<file path="src/rtl/shift_sequencer_pkg.sv">
// Shared definitions for the shift sequencer: state encoding, default
// operand width and the shift-count saturation helper.
package shift_sequencer_pkg;

  localparam int DEFAULT_WIDTH = 12;
  localparam int CNT_W         = 4;

  typedef enum logic [1:0] {
    ST_IDLE  = 2'd0,
    ST_SHIFT = 2'd1,
    ST_DONE  = 2'd2
  } state_e;

  // Requested counts beyond the operand width saturate to the width.
  function automatic logic [CNT_W-1:0] sat_count(input logic [CNT_W-1:0] n, input int width);
    if (int'(n) > width) begin
      return CNT_W'(width);
    end
    return n;
  endfunction

endpackage

</file>
<file path="src/rtl/shift_sequencer_left_shift_1.sv">
// Single-bit left shifter: the extra output MSB carries the bit shifted out,
// and a zero is filled in at the LSB.
module left_shift_1
  import shift_sequencer_pkg::*;
#(
  parameter int WIDTH = DEFAULT_WIDTH
) (
  input  logic [WIDTH-1:0] data_i,
  output logic [WIDTH:0]   data_o
);

  assign data_o = {data_i, 1'b0};

endmodule

</file>
<file path="src/rtl/shift_sequencer.sv">
// Multi-cycle left shifter: accepts an operand and a shift count, shifts one
// bit per clock and reports whether any set bit fell off the MSB.
module shift_sequencer
  import shift_sequencer_pkg::*;
#(
  parameter int WIDTH = DEFAULT_WIDTH
) (
  input  logic             CLK,
  input  logic             RST_N,
  input  logic             START,
  input  logic [WIDTH-1:0] A,
  input  logic [3:0]       N,
  output logic             BUSY,
  output logic             DONE,
  output logic [WIDTH-1:0] R,
  output logic             OVF
);

  state_e           state_q, state_d;
  logic [CNT_W-1:0] cnt_q, cnt_d;
  logic [WIDTH-1:0] work_q, work_d;
  logic             ovf_q, ovf_d;
  logic             busy_q, busy_d;
  logic             done_q, done_d;
  logic [WIDTH:0]   sh_out;
  logic [CNT_W-1:0] n_eff;

  left_shift_1 #(.WIDTH(WIDTH)) u_shift (
    .data_i (work_q),
    .data_o (sh_out)
  );

  assign n_eff = sat_count(N, WIDTH);

  always_comb begin
    state_d = state_q;
    cnt_d   = cnt_q;
    work_d  = work_q;
    ovf_d   = ovf_q;
    case (state_q)
      ST_IDLE: begin
        if (START) begin
          work_d  = A;
          ovf_d   = 1'b0;
          cnt_d   = n_eff;
          state_d = (n_eff != '0) ? ST_SHIFT : ST_DONE;
        end
      end
      ST_SHIFT: begin
        // The edge doing the final shift also moves us into DONE.
        work_d = sh_out[WIDTH-1:0];
        ovf_d  = ovf_q | sh_out[WIDTH];
        cnt_d  = cnt_q - 4'd1;
        if (cnt_q == 4'd1) begin
          state_d = ST_DONE;
        end
      end
      ST_DONE: begin
        state_d = ST_IDLE;
      end
      default: begin
        state_d = ST_IDLE;
      end
    endcase
    busy_d = (state_d == ST_SHIFT);
    done_d = (state_d == ST_DONE);
  end

  always_ff @(posedge CLK) begin
    if (!RST_N) begin
      state_q <= ST_IDLE;
      cnt_q   <= '0;
      work_q  <= '0;
      ovf_q   <= 1'b0;
      busy_q  <= 1'b0;
      done_q  <= 1'b0;
    end else begin
      state_q <= state_d;
      cnt_q   <= cnt_d;
      work_q  <= work_d;
      ovf_q   <= ovf_d;
      busy_q  <= busy_d;
      done_q  <= done_d;
    end
  end

  assign BUSY = busy_q;
  assign DONE = done_q;
  assign R    = work_q;
  assign OVF  = ovf_q;

endmodule

</file>
<file path="config.mk">
export PLATFORM = sky130hd
export DESIGN_NAME = shift_sequencer
export DESIGN_NICKNAME = d
export VERILOG_FILES = /design/src/rtl/shift_sequencer_pkg.sv /design/src/rtl/shift_sequencer_left_shift_1.sv /design/src/rtl/shift_sequencer.sv
export SDC_FILE = /design/constraint.sdc
export NUM_CORES = 1
export LEC_CHECK = 0
export CORE_MARGIN = 1
export CORE_UTILIZATION = 40
export CTS_CLUSTER_DIAMETER = 80
export DETAILED_ROUTE_END_ITERATION = 16
export PLACE_DENSITY = 0.74
export SYNTH_ARGS = -nofsm -noshare
export SYNTH_HDL_FRONTEND = slang
export SYNTH_SLANG_ARGS = --single-unit
</file>
<file path="constraint.sdc">
create_clock -name CLK -period 1.2 [get_ports CLK]
set_input_delay 0.24 -clock CLK [delete_from_list [all_inputs] [get_ports CLK]]
set_output_delay 0.24 -clock CLK [all_outputs]
set_load 0.1 [all_outputs]
</file>
# Word level (Yosys, flattened, before mapping)
# Index checks and enable logic that the tools add are counted.
[totals]
register_bits = 21
latch_bits = 0
ram_bits = 0
mem_bits_ro = 0
inputBits = 19
output_inout_bits = 15
wordCells = 31
mem_count = 0
[op_classes]
addsub = 1
n_mul = 0
div = 0
magnitude_cmp = 1
n_eq_ne = 5
shift = 0
n_mux = 13
bitwise_logic = 1
n_reduce_logical = 4
[ops]
columns = ["operator", "count"]
rows = [
  ["$pmux 12 s2", 1],
  ["$mux 12", 1],
  ["$mux 4", 3],
  ["$pmux 4 s2", 1],
  ["$mux 2", 3],
  ["$eq 2x1->1 const B", 2],
  ["$eq 4x1->1 const B", 1],
  ["$gt 4x4->1 const B", 1],
  ["$pmux 2 s2", 1],
  ["$reduce_bool 4->1", 1],
  ["$sub 4x1->4 const B", 1],
  ["$eq 2x2->1 const B", 1],
  ["$logic_not 2->1", 1],
  ["$mux 1", 2],
  ["$ne 2x2->1 const B", 1],
  ["$pmux 1 s2", 1],
  ["$reduce_and 2->1", 1],
  ["$reduce_bool 2->1", 1],
  ["$or 1x1->1", 1],
]

# Longest topological paths before layout
# Gate-level depths: netlist of the first run.
[depth]
ltp_word = 8
ltp_mapped = 5
mapped_depth_nobuf = 5

# By module
# Synthesis of the first run repeated with hierarchy kept, for this count alone.
[hier_totals]
hier_cells = 129
hier_area_um2 = 1166.1
[modules_own_cells]
columns = ["module", "instances", "cells_per_inst", "area_per_inst_um2", "seq_area_each_um2"]
rows = [
  ["shift_sequencer", 1, 115, 1064.8, 420.4],
  ["left_shift_1", 1, 14, 101.3, 0.0],
]

# Worst setup path before layout of the first run
# Ideal clock, no wire load.
[synth_timing]
path_type = "register to register"
startpoint = "reg work_q[4], in the netlist R[4]"
endpoint = "reg work_q[5], in the netlist R[5]"
setup_time_ps = 60
arrival_ps = 1349
t_required_ps = 1140
slack_ps = -209
path_stages_with_launch = 4
n_path_buf = 0
synth_period_minus_slack_ps = 1409
cell_sequence = "dfxtp_1 > inv_1 > a21oi_1 > o221a_2"
[synth_between]
elab_chain_len = 1
[synth_rtl]
columns = ["item", "line_no", "text"]
rows = [
  ["start, declared", "shift_sequencer.sv:21", "logic [WIDTH-1:0] work_q, work_d;"],
  ["start signal, assigned", "shift_sequencer.sv:80", "work_q <= work_d;"],
  ["$pmux 12 s2", "shift_sequencer.sv:40", "case (state_q)"],
]
# No other way between the ends.
# A chain may end at the register's enable or synchronous reset.

# Final worst setup path of the first run
[layout_timing]
startpoint = "reg state_q[0]"
endpoint = "reg work_q[9], in the netlist R[9]"
[layout_between]
elab_chain_len = 3
word_cells_on_any_way = 6
classes_between = "eq/ne: 2; mux: 1; reduce/logical: 3"
[layout_rtl]
columns = ["item", "line_no", "text"]
rows = [
  ["start, declared", "shift_sequencer.sv:19", "state_e state_q, state_d;"],
  ["start signal, assigned", "shift_sequencer.sv:78", "state_q <= state_d;"],
  ["$eq 2x1->1 or $logic_not 2->1 (tied branches)", "shift_sequencer.sv:40", ""],
  ["$reduce_bool 2->1 (no source line) or $ne 2x2->1 (tied branches)", "n/a", ""],
  ["$reduce_and 2->1 (no source line)", "n/a", ""],
]
# Parallel ways exist; a longest one is shown, timed or not.

==> summary.txt, run 1 <==
Run status
  – Outcome: complete, no violations

Routing
  – DRT iter0 DRCs: 23
  – Vias post-DR: 997
  – Initial DRT Pass Iterations: 4
  – DRC Markers: 0
  – Wire length per cell: 14.3 µm
  – Via/cell ratio: 5.42
  – Total Routed Length: 2.64 mm
  – Antenna violation net count after detailed routing: 0

Cells and area
  – Layout cells sized above 1: 41.7%
  – Nets: 178
  – Ant. Diodes: 0
  – Filler cells: 165
  – Seq. cell area: 444 µm²
  – Fin area: 1690 µm²
  – Area growth from synthesis to layout: 67.9%
  – Multi-input logic area: 529 µm²

Global route
  – Number of global-route vias before repair: 949
  – Initial antenna violation count: 0
  – Largest net degree at the start of global routing: 16
  – GR Util All Layers: 19.4%
  – First-pass GRT wire length: 3.91 mm
  – Overflow after GRT: 0

Timing
  – Final Hold Viols: 0
  – Minimum clock period: 1200 ps
  – Worst Skew: 9.05 ps
  – Max Fclk: 837 MHz
  – Final hold slack: 490 ps
  – Pins Over Slew Limit: 0
  – Worst slew pin tran: 308 ps
  – Setup violators final: 0
  – Max-Slew Margin vs Limit: 79.3%
  – Unrepaired setup endpoints after global routing: yes
  – Period utilization: 99.6%

Worst hold path
  – Worst Hold Class: input pin to register
  – Worst Hold Depth: 3

Place
  – GP Congestion: 0.817
  – Placed inst area: 1580 µm²
  – HPWL after detailed placement: 1.84 mm
  – IO Port Bufs: 33

Synthesis
  – Post-synthesis sequential area ratio: 41.8%
  – Top post-synthesis cells by area: dfxtp_1 (42%), o221a_2 (7.8%), nor3b_1 (6.0%), a21oi_1 (5.5%), inv_1 (4.1%)
  – Mapped Area: 1000 µm²
  – Main combinational cell family by area after synthesis: compound AO/OA/AOI/OAI gates
  – Synth cell types: 29
  – Post-Synth XOR/XNOR Area: 0%
  – Net Count, Synth: 133
  – Post-synth top area share: 41.8%
  – Synth Area in Compound Gates: 25.2%
  – Post-synthesis adder-cell area fraction: 2.49%
  – Avg Cell Area, Syn: 8.97 µm²
  – Synth Register Bits: 21
  – Multiplexer share of the synthesized area: 0.996%
  – Post-Syn Instances: 112
  – Yosys top cell by area: dfxtp_1
  – Post-Synth Simple-Gate Area: 20.3%
  – Synth Warn #: 0

Worst setup path
  – R2r setup slk: 5 ps
  – Worst EP required: 1410 ps
  – Reg2reg path depth: 4
  – Arr. time, crit path: 1400 ps
  – Crit path max fanout: 14
  – Cells along the critical path: buf_4, nor3b_1, a21oi_1, o221a_2
  – Slowest cell on the critical path: dfxtp_4
  – Kind of critical path: register to register
  – Crit-path max cell delay: 390 ps
  – Worst setup EP type: register
  – Worst setup SP type: register

Clock network
  – Num CTS Buffers: 3
  – Clock-pin slew on the worst setup and hold paths: 130 ps
  – Clock root cell: clkbuf_4
  – CTS tree: done
  – H-tree depth: 1
  – CTS Buffer Depth: 2
  – Hold buffers post-CTS: 0
  – Clock sinks: 21
  – Worst-Skew Late Latency: 300 ps

Power
  – Leakage: 0.692 nW
  – Power Dens Cells: 1320 nW/µm²
  – Peak VDD IR: 0.812 mV
  – Total Power: 0.00223 W

Floorplanning
  – Die Ht: 52.1 µm
  – Starting density of the core: 43.7%
  – Die W: 52.1 µm
  – Cell Rows: 17
  – Core footprint: 2300 µm²
  – Die area: 2720 µm²
  – IO Count: 34

Job
  – Max-cap violations: 0
[cell usage after synthesis, drive strengths merged]
master   count
nor4         1
inv         11
nor2b        1
nand3b       1
a2bb2oi      2
nand3        3
a22oi        3
nand2        9
nor2        10
dfxtp       21
a32oi        1
nand2b       1
clkbuf       2
o22a         1
mux2i        1
o21ba        1
nor3         1
or3b         1
ha           2
a311oi       4
o21bai       1
a21oi       11
o221a        7
nor3b        9
buf          6
a211o        1
[timing repair]
action | 4_1_cts | 5_1_grt
gates resized for setup | 4 | 8
pin swaps | 0 | 1
setup buffers | 0 | 4
setup endpoints to repair | 14 | 12
[final cells by class]
cell class,count,share of cell area [%]
multi-input cells,72,31.4
clock inverters,1,0.297
repair buffers,48,36.1
clock buffers,3,1.34
well taps,28,2.08
inverters,11,2.45
flip-flops and latches,21,26.3
[registers in the layout, summed over array words and instances (netlist names)]
register and count:
OVF 1, DONE 1, BUSY 1, cnt_q 4
state_q 2, R 12
[cell usage in the layout, fill, tap and decap left out, drive strengths merged, types with 2 or more instances in the layout]
cell           synthesis  routed
clkdlybuf4s50          0      17
a311oi                 4       4
dfxtp                 21      21
nor3b                  9       9
nand3                  3       3
nor2                  10      10
ha                     2       2
a2bb2oi                2       2
buf                    6      29
nand2                  9       9
clkbuf                 2       3
a22oi                  3       3
a21oi                 11      11
inv                   11      11
o221a                  7       7
[layer usage]
layer | share of wire [%] | vias up | wire length [µm] | GRT usage (%)
met5 | 0 | - | 0 | 0
li1 | - | 487 | - | -
met2 | 51 | 39 | 1330 | 34.4
met4 | 2.8 | 0 | 75 | 9.01
met3 | 5.3 | 8 | 139 | 3.51
met1 | 41 | 463 | 1090 | 22.0
[through the flow]
step / setup TNS [ps] / setup slack (ps) / utilization, % / instances
after floorplan: 0 / 4.50 / - / 112
after global placement: -6080 / -353 / 68.8 / 176
after detailed placement: -6750 / -374 / 68.8 / 176
after CTS: 0 / 25.4 / 70.3 / 180
after global routing: -90.3 / -25.4 / 73.4 / 184
final: 0 / 4.58 / 73.4 / 184
[power by group]
group	total, W	switching [W]	internal, W
Clock	0.000343	0.000219	0.000124
Sequential	0.000877	0.0000966	0.000780
Combinational	0.00101	0.000581	0.000426
[cells by family (layout without fill, tap and decap cells)]
kind of cell | Yosys count | after routing
fa+ha+maj | 2 | 2
mux | 1 | 1
flops | 21 | 21
buf+inv | 19 | 63
compound gates | 32 | 32
simple gates | 37 | 37
[critical path, delay by kind of cell, from the launching register on]
kind                   cells  cell delay (ps)
buffers and inverters      1              180
flip-flops                 1              390
AND/OR/NAND/NOR            1              180
AO/OA/AOI/OAI              2              340
[final timing paths]
check	startpoint	end
worst min register to register	R[0]	R[1]
worst max register to register	state_q[0]	R[9]
worst min-delay path	A[2]	R[2]
worst max-delay path	state_q[0]	R[9]
Note: power is estimated with default switching activity, not from simulation.
==> run 2, diff against run 1 <==
CORE_MARGIN = 3   (was 1)
HOLD_SLACK_MARGIN = 0.15   (was not set)
==> run 2 against run 1 <==
Compared with the run above: worst setup slack improved by 30 ps; first-iteration DRC count increased by 17%; core utilization increased by 0.22 points; count of clock-buffer cells in the layout unchanged; sequential share of layout area about the same; hold slack about the same; largest cell class unchanged; largest power group unchanged.
==> summary.txt, run 2 (synthesis gave the netlist of run 1 again) <==
Power
  – Combinational Power Share: 45.2% (about the same)
  – Clock power share: 15.3% (was 15.4%)
  – Net switching power: 0.000896 W (was 0.000897 W)
  – Peak VDD IR: 0.773 mV (was 0.812 mV)
  – Internal Dissipation: 0.00133 W (about the same)
  – Power Dens Cells: 1320 nW/µm² (about the same)
  – Total Power: 0.00222 W (was 0.00223 W)
  – Net switching fraction of the power: 40.3% (about the same)
  – Sequential power share: 39.4% (about the same)
  – Leakage: 0.678 nW (was 0.692 nW)

Worst setup path
  – CP delay by family, top: flip-flops (unchanged)
  – WP buf/inv: 1 (unchanged)
  – Kind of critical path: register to primary output (was register to register)
  – R2r setup slk: 40 ps (was 5 ps)
  – Worst setup SP type: register (unchanged)
  – RR Endpoint: BUSY (was R[9])
  – Crit-path max cell delay: 430 ps (was 390 ps)
  – Arr. time, crit path: 930 ps (was 1400 ps)
  – Reg2reg path depth: 3 (was 4)
  – WP depth: 1 (was 4)
  – Worst EP required: 960 ps (was 1410 ps)
  – Cells along the critical path: buf_12 (was buf_4, nor3b_1, a21oi_1, o221a_2)
  – Worst setup EP type: primary output (was register)
  – Crit path max fanout: 3 (was 14)
  – Reg2reg start: state_q[1] (was state_q[0])
  – Slowest cell on the critical path: dfxtp_2 (was dfxtp_4)

Cells and area
  – Ant. Diodes: 0 (unchanged)
  – Area growth from synthesis to layout: 68.4% (was 67.9%)
  – Nets: 176 (was 178)
  – Largest register FFs: 12 (unchanged)
  – Most frequent cells in the layout: clkdlybuf4s50_1 (17), buf_12 (16), dfxtp_2 (14), inv_1 (11), buf_4 (11) (was clkdlybuf4s50_1 (17), buf_12 (16), dfxtp_2 (13), buf_4 (13), inv_1 (11))
  – Commonest non-fill, non-tap cell in the layout: clkdlybuf4s50_1 (unchanged)
  – Seq. cell area: 445 µm² (was 444 µm²)
  – Multi-input logic area: 549 µm² (was 529 µm²)
  – Layout cells sized above 1: 45.5% (was 41.7%)
  – Fin util: 73.6% (was 73.4%)
  – Filler cells: 162 (was 165)
  – Post-Layout Cell Count: 182 (was 184)

Global route
  – Overflow after GRT: 0 (unchanged)
  – Number of global-route vias before repair: 895 (was 949)
  – First-pass GRT wire length: 4.04 mm (was 3.91 mm)
  – GR Util All Layers: 15.8% (was 19.4%)
  – Initial antenna violation count: 0 (unchanged)
  – Largest net degree at the start of global routing: 16 (unchanged)

Floorplanning
  – Starting density of the core: 43.7% (unchanged)
  – Core footprint: 2300 µm² (unchanged)
  – Die Ht: 56.1 µm (was 52.1 µm)
  – Die W: 56.1 µm (was 52.1 µm)
  – Cell Rows: 17 (unchanged)
  – Die area: 3150 µm² (was 2720 µm²)
  – IO Count: 34 (unchanged)

Timing
  – Unrepaired setup endpoints after global routing: yes (unchanged)
  – Worst Skew: 10.9 ps (was 9.05 ps)
  – Worst slew pin tran: 301 ps (was 308 ps)
  – Period utilization: 97.1% (was 99.6%)
  – Minimum clock period: 1170 ps (was 1200 ps)
  – Setup violators final: 0 (unchanged)
  – Final Hold Viols: 0 (unchanged)
  – Setup ws final: 34.6 ps (was 4.58 ps)
  – Pins Over Slew Limit: 0 (unchanged)
  – Max Fclk: 858 MHz (was 837 MHz)
  – Final hold slack: 490 ps (about the same)
  – Max-Slew Margin vs Limit: 79.9% (was 79.3%)

Routing
  – Initial DRT Pass Iterations: 4 (unchanged)
  – Wire length per cell: 14.5 µm (was 14.3 µm)
  – Vias post-DR: 981 (was 997)
  – DRT iter0 DRCs: 27 (was 23)
  – Total Routed Length: 2.64 mm (about the same)
  – Antenna violation net count after detailed routing: 0 (unchanged)
  – Via/cell ratio: 5.39 (was 5.42)
  – DRC Markers: 0 (unchanged)

Clock network
  – CTS Buffer Depth: 2 (unchanged)
  – CTS tree: done (unchanged)
  – Clock-pin slew on the worst setup and hold paths: 130 ps (about the same)
  – Clock sinks: 21 (unchanged)
  – Worst-Skew Late Latency: 300 ps (about the same)
  – Hold buffers post-CTS: 0 (unchanged)
  – Num CTS Buffers: 3 (unchanged)
  – H-tree depth: 1 (unchanged)
  – Clock root cell: clkbuf_4 (unchanged)

Place
  – IO Port Bufs: 33 (unchanged)
  – Worst slack, placed: -369 ps (was -374 ps)
  – HPWL after detailed placement: 1.99 mm (was 1.84 mm)
  – Cell count after placement: 177 (was 176)
  – GP Congestion: 0.822 (was 0.817)

Worst hold path
  – Hold Crit Start: A[2] (unchanged)
  – Worst Hold Class: input pin to register (unchanged)
  – Hold Path Sink: R[2] (unchanged)
  – Worst Hold Depth: 3 (unchanged)

Job
  – Max-cap violations: 0 (unchanged)

Run status
  – Outcome: complete, no violations (unchanged)
[run 2: metal layers]
metal / wire length [µm] / share of wire (%) / global-route usage, %
met5: 0 / 0 / 0
met4: 26 / 0.98 / 5.08
met3: 149 / 5.6 / 2.78
met2: 1290 / 49 / 26.4
met1: 1180 / 45 / 20.6
[run 2: cell type report]
cell class	instances	share of cell area (%)
Tap cell	28	2.07
Inverter	11	2.44
Clock buffer	3	1.33
Timing Repair Buffer	46	35.1
Multi-Input combinational cell	72	32.5
Sequential cell	21	26.3
Clock inverter	1	0.296
[run 2: power groups by stage]
stage	sequential (W)	combinational (W)	clock (W)
2_1_floorplan	0.00122	0.000260	0
3_3_place_gp	0.000884	0.000958	0
3_5_place_dp	0.000889	0.000972	0
4_1_cts	0.000875	0.000977	0.000354
5_1_grt	0.000888	0.00105	0.000381
6_report	0.000877	0.00101	0.000341
[run 2: timing repair]
action / CTS / global route
endpoints found under the hold margin: 0 / 0
gates resized for setup: 4 / 15
endpoints found under the setup margin: 11 / 17
setup buffers: 0 / 1
cloned: 0 / 0
[run 2: worst max path at each step]
stage	start	to	slack (ps)
3_5_place_dp	START	R[3]	-370
6_report	R[11]	R[11]	30
3_3_place_gp	START	OVF	-350
2_1_floorplan	state_q[0]	R[10]	5
4_1_cts	cnt_q[0]	BUSY	20
5_1_grt	cnt_q[1]	BUSY	-30
[run 2: metrics by stage]
step	area [µm²]	TNS (ps)
after floorplan	1020	0
after global placement	1590	-6020
after detailed placement	1590	-6500
after CTS	1620	0
after global routing	1690	-103
final	1690	0
==> run 3, diff against run 2 <==
CORE_MARGIN = not set   (was 3)
==> results of run 3 <==
No change in the layout: final DEF, timing and power equal those of run 1.
